===== config.mk =====
export PLATFORM = sky130hd
export DESIGN_NAME = fetch_unit
export DESIGN_NICKNAME = d
export VERILOG_FILES = /design/src/rtl/fetch_unit.sv
export SDC_FILE = /design/constraint.sdc
export NUM_CORES = 1
export LEC_CHECK = 0
export CORE_ASPECT_RATIO = 1.4
export CORE_MARGIN = 10
export CORE_UTILIZATION = 50
export DETAILED_ROUTE_END_ITERATION = 10
export PLACE_DENSITY = 0.95
export SLEW_MARGIN = 20
export SYNTH_ARGS = -nofsm -noshare
export SYNTH_HDL_FRONTEND = slang
export SYNTH_SLANG_ARGS = --single-unit

===== constraint.sdc =====
create_clock -name clk -period 6.1 [get_ports clk]
set_input_delay 0.915 -clock clk [delete_from_list [all_inputs] [get_ports clk]]
set_output_delay 0.915 -clock clk [all_outputs]
set_load 0.01 [all_outputs]

===== src/rtl/fetch_unit.sv =====
// Non-speculative instruction fetch stage: one imem request in flight, next PC formed on consumption.
// Optional macro MISALIGN_TRAP_EN: trap on next_pc[1]=1 (adds misalign_o) instead of forcing alignment.
module fetch_unit #(
    parameter logic [31:0] RESET_PC     = 32'h0000_0000,
    parameter int unsigned IMEM_TIMEOUT = 16
) (
    input  logic        clk,
    input  logic        rst,
    input  logic        stall,
    input  logic [1:0]  PCSrc,
    input  logic [31:0] ImmExt,
    input  logic [31:0] ALUResult,
    output logic        imem_req,
    output logic [31:0] imem_addr,
    input  logic [31:0] imem_rdata,
    input  logic        imem_valid,
    output logic [31:0] instr_o,
    output logic [31:0] pc_o,
    output logic [31:0] pc_plus4_o,
    output logic        instr_valid_o,
    output logic        err_o,
`ifdef MISALIGN_TRAP_EN
    output logic        misalign_o,
`endif
    output logic [1:0]  dbg_state_o
);

    // Handshake: imem_req is a single-cycle pulse; the response is accepted only in WAIT.
    // instr_o is handed to decode while instr_valid_o=1 and is consumed on any cycle with stall=0.
    typedef enum logic [1:0] {
        S_IDLE  = 2'd0,
        S_WAIT  = 2'd1,
        S_VALID = 2'd2,
        S_ERR   = 2'd3
    } state_t;

    localparam logic [31:0] NOP_INSTR  = 32'h0000_0013;
    localparam logic [31:0] TIMEOUT_M1 = 32'(IMEM_TIMEOUT) - 32'd1;

    state_t      state_q, state_d;
    logic [31:0] pc_q, pc_d;
    logic [31:0] instr_q, instr_d;
    logic [31:0] cnt_q, cnt_d;
    logic        err_q, err_d;
    logic [31:0] next_pc_raw;
    logic [31:0] next_pc;
    logic        req_c;
`ifdef MISALIGN_TRAP_EN
    logic        misalign_q, misalign_d;
`endif

    always_comb begin
        case (PCSrc)
            2'b01:   next_pc_raw = pc_q + ImmExt;
            2'b10:   next_pc_raw = ALUResult & ~32'h1;
            default: next_pc_raw = pc_q + 32'd4;
        endcase
`ifdef MISALIGN_TRAP_EN
        next_pc = next_pc_raw;
`else
        next_pc = next_pc_raw & ~32'h3;
`endif
    end

    always_comb begin
        state_d   = state_q;
        pc_d      = pc_q;
        instr_d   = instr_q;
        cnt_d     = cnt_q;
        err_d     = err_q;
        req_c     = 1'b0;
        imem_addr = RESET_PC;
`ifdef MISALIGN_TRAP_EN
        misalign_d = misalign_q;
`endif
        case (state_q)
            S_IDLE: begin
                req_c   = 1'b1;
                cnt_d   = 32'd0;
                state_d = S_WAIT;
            end
            S_WAIT: begin
                if (imem_valid) begin
                    instr_d = imem_rdata;
                    cnt_d   = 32'd0;
                    state_d = S_VALID;
                end else if ((IMEM_TIMEOUT != 0) && (cnt_q == TIMEOUT_M1)) begin
                    err_d   = 1'b1;
                    state_d = S_ERR;
                end else begin
                    cnt_d = cnt_q + 32'd1;
                end
            end
            S_VALID: begin
                imem_addr = next_pc;
                // Responses arriving here are protocol violations and are dropped.
                if (!stall) begin
`ifdef MISALIGN_TRAP_EN
                    if (next_pc[1]) begin
                        err_d      = 1'b1;
                        misalign_d = 1'b1;
                        state_d    = S_ERR;
                    end else begin
`else
                    begin
`endif
                        req_c   = 1'b1;
                        pc_d    = next_pc;
                        state_d = S_WAIT;
                    end
                end
            end
            default: begin
                err_d = 1'b1;
            end
        endcase
    end

    always_ff @(posedge clk) begin
        if (rst) begin
            state_q <= S_IDLE;
            pc_q    <= RESET_PC;
            instr_q <= NOP_INSTR;
            cnt_q   <= 32'd0;
            err_q   <= 1'b0;
`ifdef MISALIGN_TRAP_EN
            misalign_q <= 1'b0;
`endif
        end else begin
            state_q <= state_d;
            pc_q    <= pc_d;
            instr_q <= instr_d;
            cnt_q   <= cnt_d;
            err_q   <= err_d;
`ifdef MISALIGN_TRAP_EN
            misalign_q <= misalign_d;
`endif
        end
    end

    assign imem_req      = req_c & ~rst;
    assign instr_o       = instr_q;
    assign pc_o          = pc_q;
    assign pc_plus4_o    = pc_q + 32'd4;
    assign instr_valid_o = (state_q == S_VALID);
    assign err_o         = err_q;
    assign dbg_state_o   = state_q;
`ifdef MISALIGN_TRAP_EN
    assign misalign_o    = misalign_q;
`endif

endmodule


==> results of run 1 <==
routing by layer:
metal,up-vias,GRT usage (%),part of all wire (%)
li1,3515,-,-
met1,3450,27.0,36
met2,372,46.1,50
met3,83,7.17,9.3
met4,0,14.3,4.3
met5,-,0,0
cell type report:
cell class / count / area share, %
Clock buffer: 10 / 2.46
Multi-Input combinational cell: 703 / 47.1
Tap cell: 178 / 2.39
Timing Repair Buffer: 233 / 24.8
Inverter: 32 / 1.29
Sequential cell: 97 / 20.9
Clock inverter: 6 / 1.04
Antenna cell: 2 / 0.0538
worst paths after layout:
| path | start | endpoint | slack [ns] | depth (start not counted) |
|---|---|---|---|---|
| max | ImmExt[2] | imem_addr[24] | 0.59 | 14 |
| min | instr_o[13] | instr_o[13] | 0.45 | 2 |
| max reg2reg | pc_o[2] | pc_o[24] | 2.69 | 12 |
| min reg2reg | instr_o[13] | instr_o[13] | 0.45 | 2 |
state kept, by name (all words and copies together) (netlist names):
name and flops:
instr_o 32, err_o 1, pc_o 30, dbg_state_o 2, cnt_q 32
through the flow:
stage | worst slack [ns] | total power [mW]
after detailed placement | 0.696 | 1.02
final | 0.588 | 1.65
after global routing | 0.314 | 1.70
after global placement | 0.764 | 1.01
after floorplan | 1.97 | 0.853
after CTS | 0.640 | 1.65
worst max-delay path, cell delays in order:
cell and delay (ns):
clkdlybuf4s50_1 0.48, ha_1 0.18, inv_1 0.06, fa_1 0.41, nor2b_1 0.17, o211ai_1 0.13
a31oi_1 0.39, nor2_1 0.12, o21ai_1 0.28, o21ai_0 0.17, a2111oi_0 0.44, nor3_1 0.19
nor2_1 0.12, clkdlybuf4s50_1 0.55
power groups by stage:
stage | clock (mW) | sequential, mW | combinational (mW)
2_1_floorplan | 0 | 0.684 | 0.168
3_3_place_gp | 0 | 0.680 | 0.330
3_5_place_dp | 0 | 0.681 | 0.335
4_1_cts | 0.643 | 0.666 | 0.339
5_1_grt | 0.667 | 0.669 | 0.369
6_report | 0.642 | 0.667 | 0.343
cell usage in the layout (no fill, tap or decap), types with 10 or more instances in the layout:
| cell | synthesis | routed |
|---|---|---|
| a211oi_1 | 24 | 24 |
| a21o_1 | 14 | 14 |
| a21oi_1 | 82 | 82 |
| a221oi_1 | 13 | 13 |
| and3_1 | 19 | 19 |
| clkdlybuf4s50_1 | 0 | 223 |
| dfxtp_1 | 97 | 97 |
| ha_1 | 33 | 32 |
| inv_1 | 32 | 32 |
| nand2_1 | 118 | 118 |
| nand3_1 | 29 | 29 |
| nand3b_1 | 10 | 10 |
| nand4_1 | 17 | 17 |
| nor2_1 | 94 | 93 |
| nor3_1 | 19 | 19 |
| o21ai_0 | 18 | 18 |
| xnor2_1 | 39 | 39 |
| xor2_1 | 40 | 40 |
kinds of logic (layout without fill, tap and decap cells):
group	Yosys count	in the layout	synth area share, %
buffers and inverters	85	281	5.16
AOI/OAI and AO/OA	217	217	21.7
muxes	1	1	0.151
and+or+nand+nor	366	366	26.8
other	1	8	0.0564
adders and majority gates	34	34	6.52
DFF	97	97	29.2
xor gates and xnor gates	79	79	10.4
==> out/qor.txt, run 1 <==
CP arrival: 4.60 ns
Clock sinks: 97
Sequential area share after synthesis: 29.2%
Initial drt markers: 456
Max FO, Critical Path: 3
Slew @ Worst Pin: 0.722 ns
Chip height: 156 um
Final period util: 90.4%
WL final: 25,100 um
Core box area: 12,900 um^2
CP required: 5.18 ns
Post-CTS Hold Buffers: 0
First-pass GRT wire length: 39,400 um
Fmax: 181 MHz
DRC: 0
Dpl cell area: 8980 um^2
Period minus WS final: 5.51 ns
Via count: 7,420
Routed length per instance: 19.9 um
Share of post-route cells with drive strength above 1: 4.63%
Die footprint: 18,400 um^2
Sw Ratio: 28.6%
Crit start category: primary input
Area taken by multi-input logic gates: 4390 um^2
Top Ports: 235
Total GRT Usage: 25.9%
Port Buffer Count: 224
Post-synthesis cell type count: 68
Area Overhead vs Synth: 40.1%
Yosys top cell by area: dfxtp_1
Internal Pwr Total: 1.18 mW
Mapped Cells: 880
Finished Layout Cells: 1,261
Number of fill cells: 972
GRT overflow: 0
Final nets: 1,212
Mapped cell area: 6640 um^2
CTS Root Cell: clkbuf_16
Setup TNS: 0 ns
Count leader, synth: nand2_1
Detailed placement HPWL: 18,700 um
GPL Wtd Cong: 0.943
Vias per inst: 5.88
RSZ-0062 raised after global routing: false
Clk pwr share: 38.9%
Detailed Routing Iterations Pass 1: 5
Post-synth EDFFs: 0
Total setup buffers inserted after CTS: 0
Pleak: 3.60 nW
Row count: 49
Status: finished clean
Yosys warnings: 0
Fin area: 9310 um^2
Synthesized flop and latch total: 97
Comb power frac: 20.8%
Post-synth top cells: 118 x nand2_1, 97 x dfxtp_1, 94 x nor2_1
Vias in the first global route: 7,629
Register area: 1940 um^2
Cts repair resizes: 0
Main synth FF type: dfxtp_1
Top cell type's share of synthesized area: 29.2%
Largest net degree at the start of global routing: 49
Clock Latency Late Sink: 0.35 ns
Final hold vios: 0
Critical Path End Type: output pin
H-tree Lvls: 3
Pwr/cell area: 177 nW/um^2
DIE WIDTH: 117 um
Syn_area_per_cell: 7.55 um^2
Initial antenna violation count: 2
MaxCap Viol Count: 0
Critical path class: primary input to output pin
Clock skew: 0.00936 ns
Sequential share of power: 40.4%
Synth async-reset ratio: 0%
Finished Core Util: 71.9%
Final setup vio count: 0
Slew Viols, Final: 0
DP Cell Count: 1,243
Clock Pin Slew Worst Setup and Hold Paths: 0.07 ns
CTS tree: built
CTS max path bufs: 2
Initial Util: 51.4%
Antenna Nets Post-Route: 0
Min-delay worst type: register to register
Hold_ws: 0.453 ns
Rel. slew slack: 51.4%
Ranking of synthesized cells by area: dfxtp_1 29%, nand2_1 6.7%, ha_1 6.2%
Psw: 0.472 mW
Max VDD drop: 120 uV
Number of buffers created by CTS: 9
Note: power is estimated with default switching activity, not from simulation.
==> run 2: changes to the inputs <==
--- a/config.mk
+++ b/config.mk
@@ -5,12 +5,12 @@
 export SDC_FILE = /design/constraint.sdc
 export NUM_CORES = 1
 export LEC_CHECK = 0
+export ABC_AREA = 1
 export CORE_ASPECT_RATIO = 1.4
 export CORE_MARGIN = 10
-export CORE_UTILIZATION = 50
+export CORE_UTILIZATION = 53
 export DETAILED_ROUTE_END_ITERATION = 10
 export PLACE_DENSITY = 0.95
-export SLEW_MARGIN = 20
 export SYNTH_ARGS = -nofsm -noshare
 export SYNTH_HDL_FRONTEND = slang
 export SYNTH_SLANG_ARGS = --single-unit
==> run 2 against run 1 <==
  * Fmax increased by 13%
  * Clock power decreased by 7.6%
  * Routed wire length increased by 33%
  * Cell count increased by 43%
  * First-iteration DRC count increased by 70%
  * Sequential share of layout area decreased by 2.9 points
  * Worst hold slack improved by 0.0028 ns
  * Largest power group unchanged
  * Critical path type unchanged
==> out/qor.txt, run 2 <==
Status: finished clean
Crit start category: primary input
Period minus WS final: 4.88 ns
Clock sinks: 97
Final hold vios: 0
Clock Pin Slew Worst Setup and Hold Paths: 0.07 ns
Count leader, synth: nand2_1
DRC: 0
CTS Root Cell: clkbuf_16
Worst path depth: 14
FF-to-FF path depth: 9
Top Ports: 235
Share of post-route cells with drive strength above 1: 4.30%
Pwr/cell area: 161 nW/um^2
WL final: 33,400 um
Finished Layout Cells: 1,799
H-tree Lvls: 3
Cts repair resizes: 0
Clock skew: 0.00926 ns
CP delay by family, top: buffers and inverters
Via count: 10,200
Slew @ Worst Pin: 1.29 ns
Clock Latency Late Sink: 0.37 ns
Fmax: 205 MHz
Initial antenna violation count: 0
Final setup vio count: 0
Delay of the slowest critical-path stage: 0.58 ns
Pleak: 4.67 nW
CP arrival: 3.97 ns
Post-synthesis cell type count: 44
R2R Setup Slk: 3.34 ns
Yosys top cell by area: dfxtp_1
RSZ-0062 raised after global routing: false
Most used cell, CP: nand3_1
Commonest non-fill, non-tap cells in the layout: 409 x nand2_1, 224 x clkdlybuf4s50_1, 176 x nor2_1
Routed length per instance: 18.6 um
Antenna Nets Post-Route: 0
Detailed placement HPWL: 26,200 um
GPL Wtd Cong: 1.02
Dpl cell area: 10,500 um^2
Number of buffers and inverters on the critical path: 4
Mapped Cells: 1,407
Synth async-reset ratio: 0%
Main synth FF type: dfxtp_1
Finished Core Util: 71.4%
Post-synth EDFFs: 0
CTS max path bufs: 2
Port Buffer Count: 224
Largest net degree at the start of global routing: 64
Fin area: 10,800 um^2
Top cell type's share of synthesized area: 23.7%
Sequential area share after synthesis: 23.7%
Detailed Routing Iterations Pass 1: 5
First-pass GRT wire length: 51,600 um
Post-CTS Hold Buffers: 0
Die footprint: 20,900 um^2
Mapped cell area: 8190 um^2
CTS tree: built
Vias in the first global route: 10,100
Initial Util: 54.2%
FF-to-FF Start: pc_o[3]
Final period util: 80.0%
Max FO, Critical Path: 4
Crit-path cells: clkdlybuf4s50_1 -> ha_1 -> inv_1 -> fa_1 -> inv_1 -> nand3_1 -> nand3_1 -> nand3_1 -> nand3_1 -> o21ai_0 -> nand2_1 -> o21ai_0 -> nor2_1 -> clkdlybuf4s50_1
Total setup buffers inserted after CTS: 0
Post-synth top cells: 409 x nand2_1, 177 x nor2_1, 161 x inv_1
Slew Viols, Final: 0
Final nets: 1,737
Number of buffers created by CTS: 9
Chip height: 167 um
Setup TNS: 0 ns
DIE WIDTH: 125 um
Ranking of synthesized cells by area: dfxtp_1 24%, nand2_1 19%, nor2_1 8.1%
Rel. slew slack: 13.6%
Slowest cell on crit path: clkdlybuf4s50_1
Area Overhead vs Synth: 31.8%
Max VDD drop: 192 uV
Critical Path End Type: output pin
Syn_area_per_cell: 5.82 um^2
Most common cell after layout, fill and taps aside: nand2_1
Min-delay worst type: register to register
Total GRT Usage: 30.3%
Initial drt markers: 773
CP required: 5.18 ns
Critical path destination: imem_addr[14]
Row count: 53
Yosys warnings: 0
Worst reg2reg endpoint: pc_o[30]
DP Cell Count: 1,782
GRT overflow: 0
Vias per inst: 5.67
MaxCap Viol Count: 0
Synthesized flop and latch total: 97
CP startpoint: ImmExt[2]
Critical path class: primary input to output pin
Core box area: 15,100 um^2
-- run 2: cell types whose count changed in the layout (fill, tap and decap cells not counted), sizes merged, moves of 12 or more --
cell,previous run,this run
nor2,94,187
o21ai,28,92
a221oi,14,0
a21o,14,2
a21oi,84,119
and3,20,0
xor2,40,20
nand3,31,93
xnor2,39,12
inv,35,169
nand4,17,31
nand2,118,414
nor3,20,33
a211oi,25,1
-- run 2: final cells by class --
type / instances / area, um^2
multi-input cells: 1095 / 5390
fillers: 1352 / 4320
repair buffers: 232 / 2300
flip-flops and latches: 97 / 1940
inverters: 166 / 623
well taps: 192 / 240
clock buffers: 9 / 225
clock inverters: 7 / 68.8
diodes: 1 / 2.50
-- run 2: cells by family (layout without fill, tap and decap cells) --
kind of cell	count (synthesis)	count (layout)	synth area share [%]
AO/OA/AOI/OAI	222	222	14.0
XOR/XNOR	32	32	3.51
adder cells (fa/ha/maj)	34	34	5.28
buffers and inverters	220	414	10.8
flip-flops	97	97	23.7
other	1	7	0.0458
AND/OR/NAND/NOR	801	801	42.7
-- run 2: worst min-delay path by stage --
stage                     depth (start not counted)          to       start  slack (ns)
after floorplan                                   2   cnt_q[19]   cnt_q[19]        0.46
after global placement                            2  instr_o[1]  instr_o[1]        0.44
after detailed placement                          2  instr_o[4]  instr_o[4]        0.45
after CTS                                         2  instr_o[4]  instr_o[4]        0.46
after global routing                              2  instr_o[1]  instr_o[1]        0.52
final                                             2  instr_o[4]  instr_o[4]        0.46
-- run 2: stage by stage --
| stage | power [mW] | setup WS [ns] | hold WS (ns) |
|---|---|---|---|
| CTS | 1.73 | 1.31 | 0.461 |
| global placement | 1.14 | 1.38 | 0.437 |
| detailed placement | 1.15 | 1.31 | 0.446 |
| floorplan | 0.929 | 2.73 | 0.465 |
| global route | 1.81 | 1.09 | 0.516 |
| finish | 1.74 | 1.22 | 0.456 |
-- run 2: layer usage --
layer  vias to the layer above  track usage, %  part of all wire [%]
li1                       4931               -                     -
met1                      4643            30.0                    35
met2                       493            55.2                    51
met3                       142            6.95                   7.7
met4                         0            19.5                   6.3
met5                         -               0                     0
-- run 2: power by group --
group,switching [mW],leakage [nW],internal (mW)
clock,0.303,0.140,0.290
sequential,0.0285,0.789,0.658
combinational,0.257,3.74,0.199
total,0.589,4.67,1.15
-- run 2: tightest hold or removal path, stage by stage (launching register included) --
cell	delay, ns
dfxtp_1	0.33
nand2_1	0.05
nand3_1	0.05
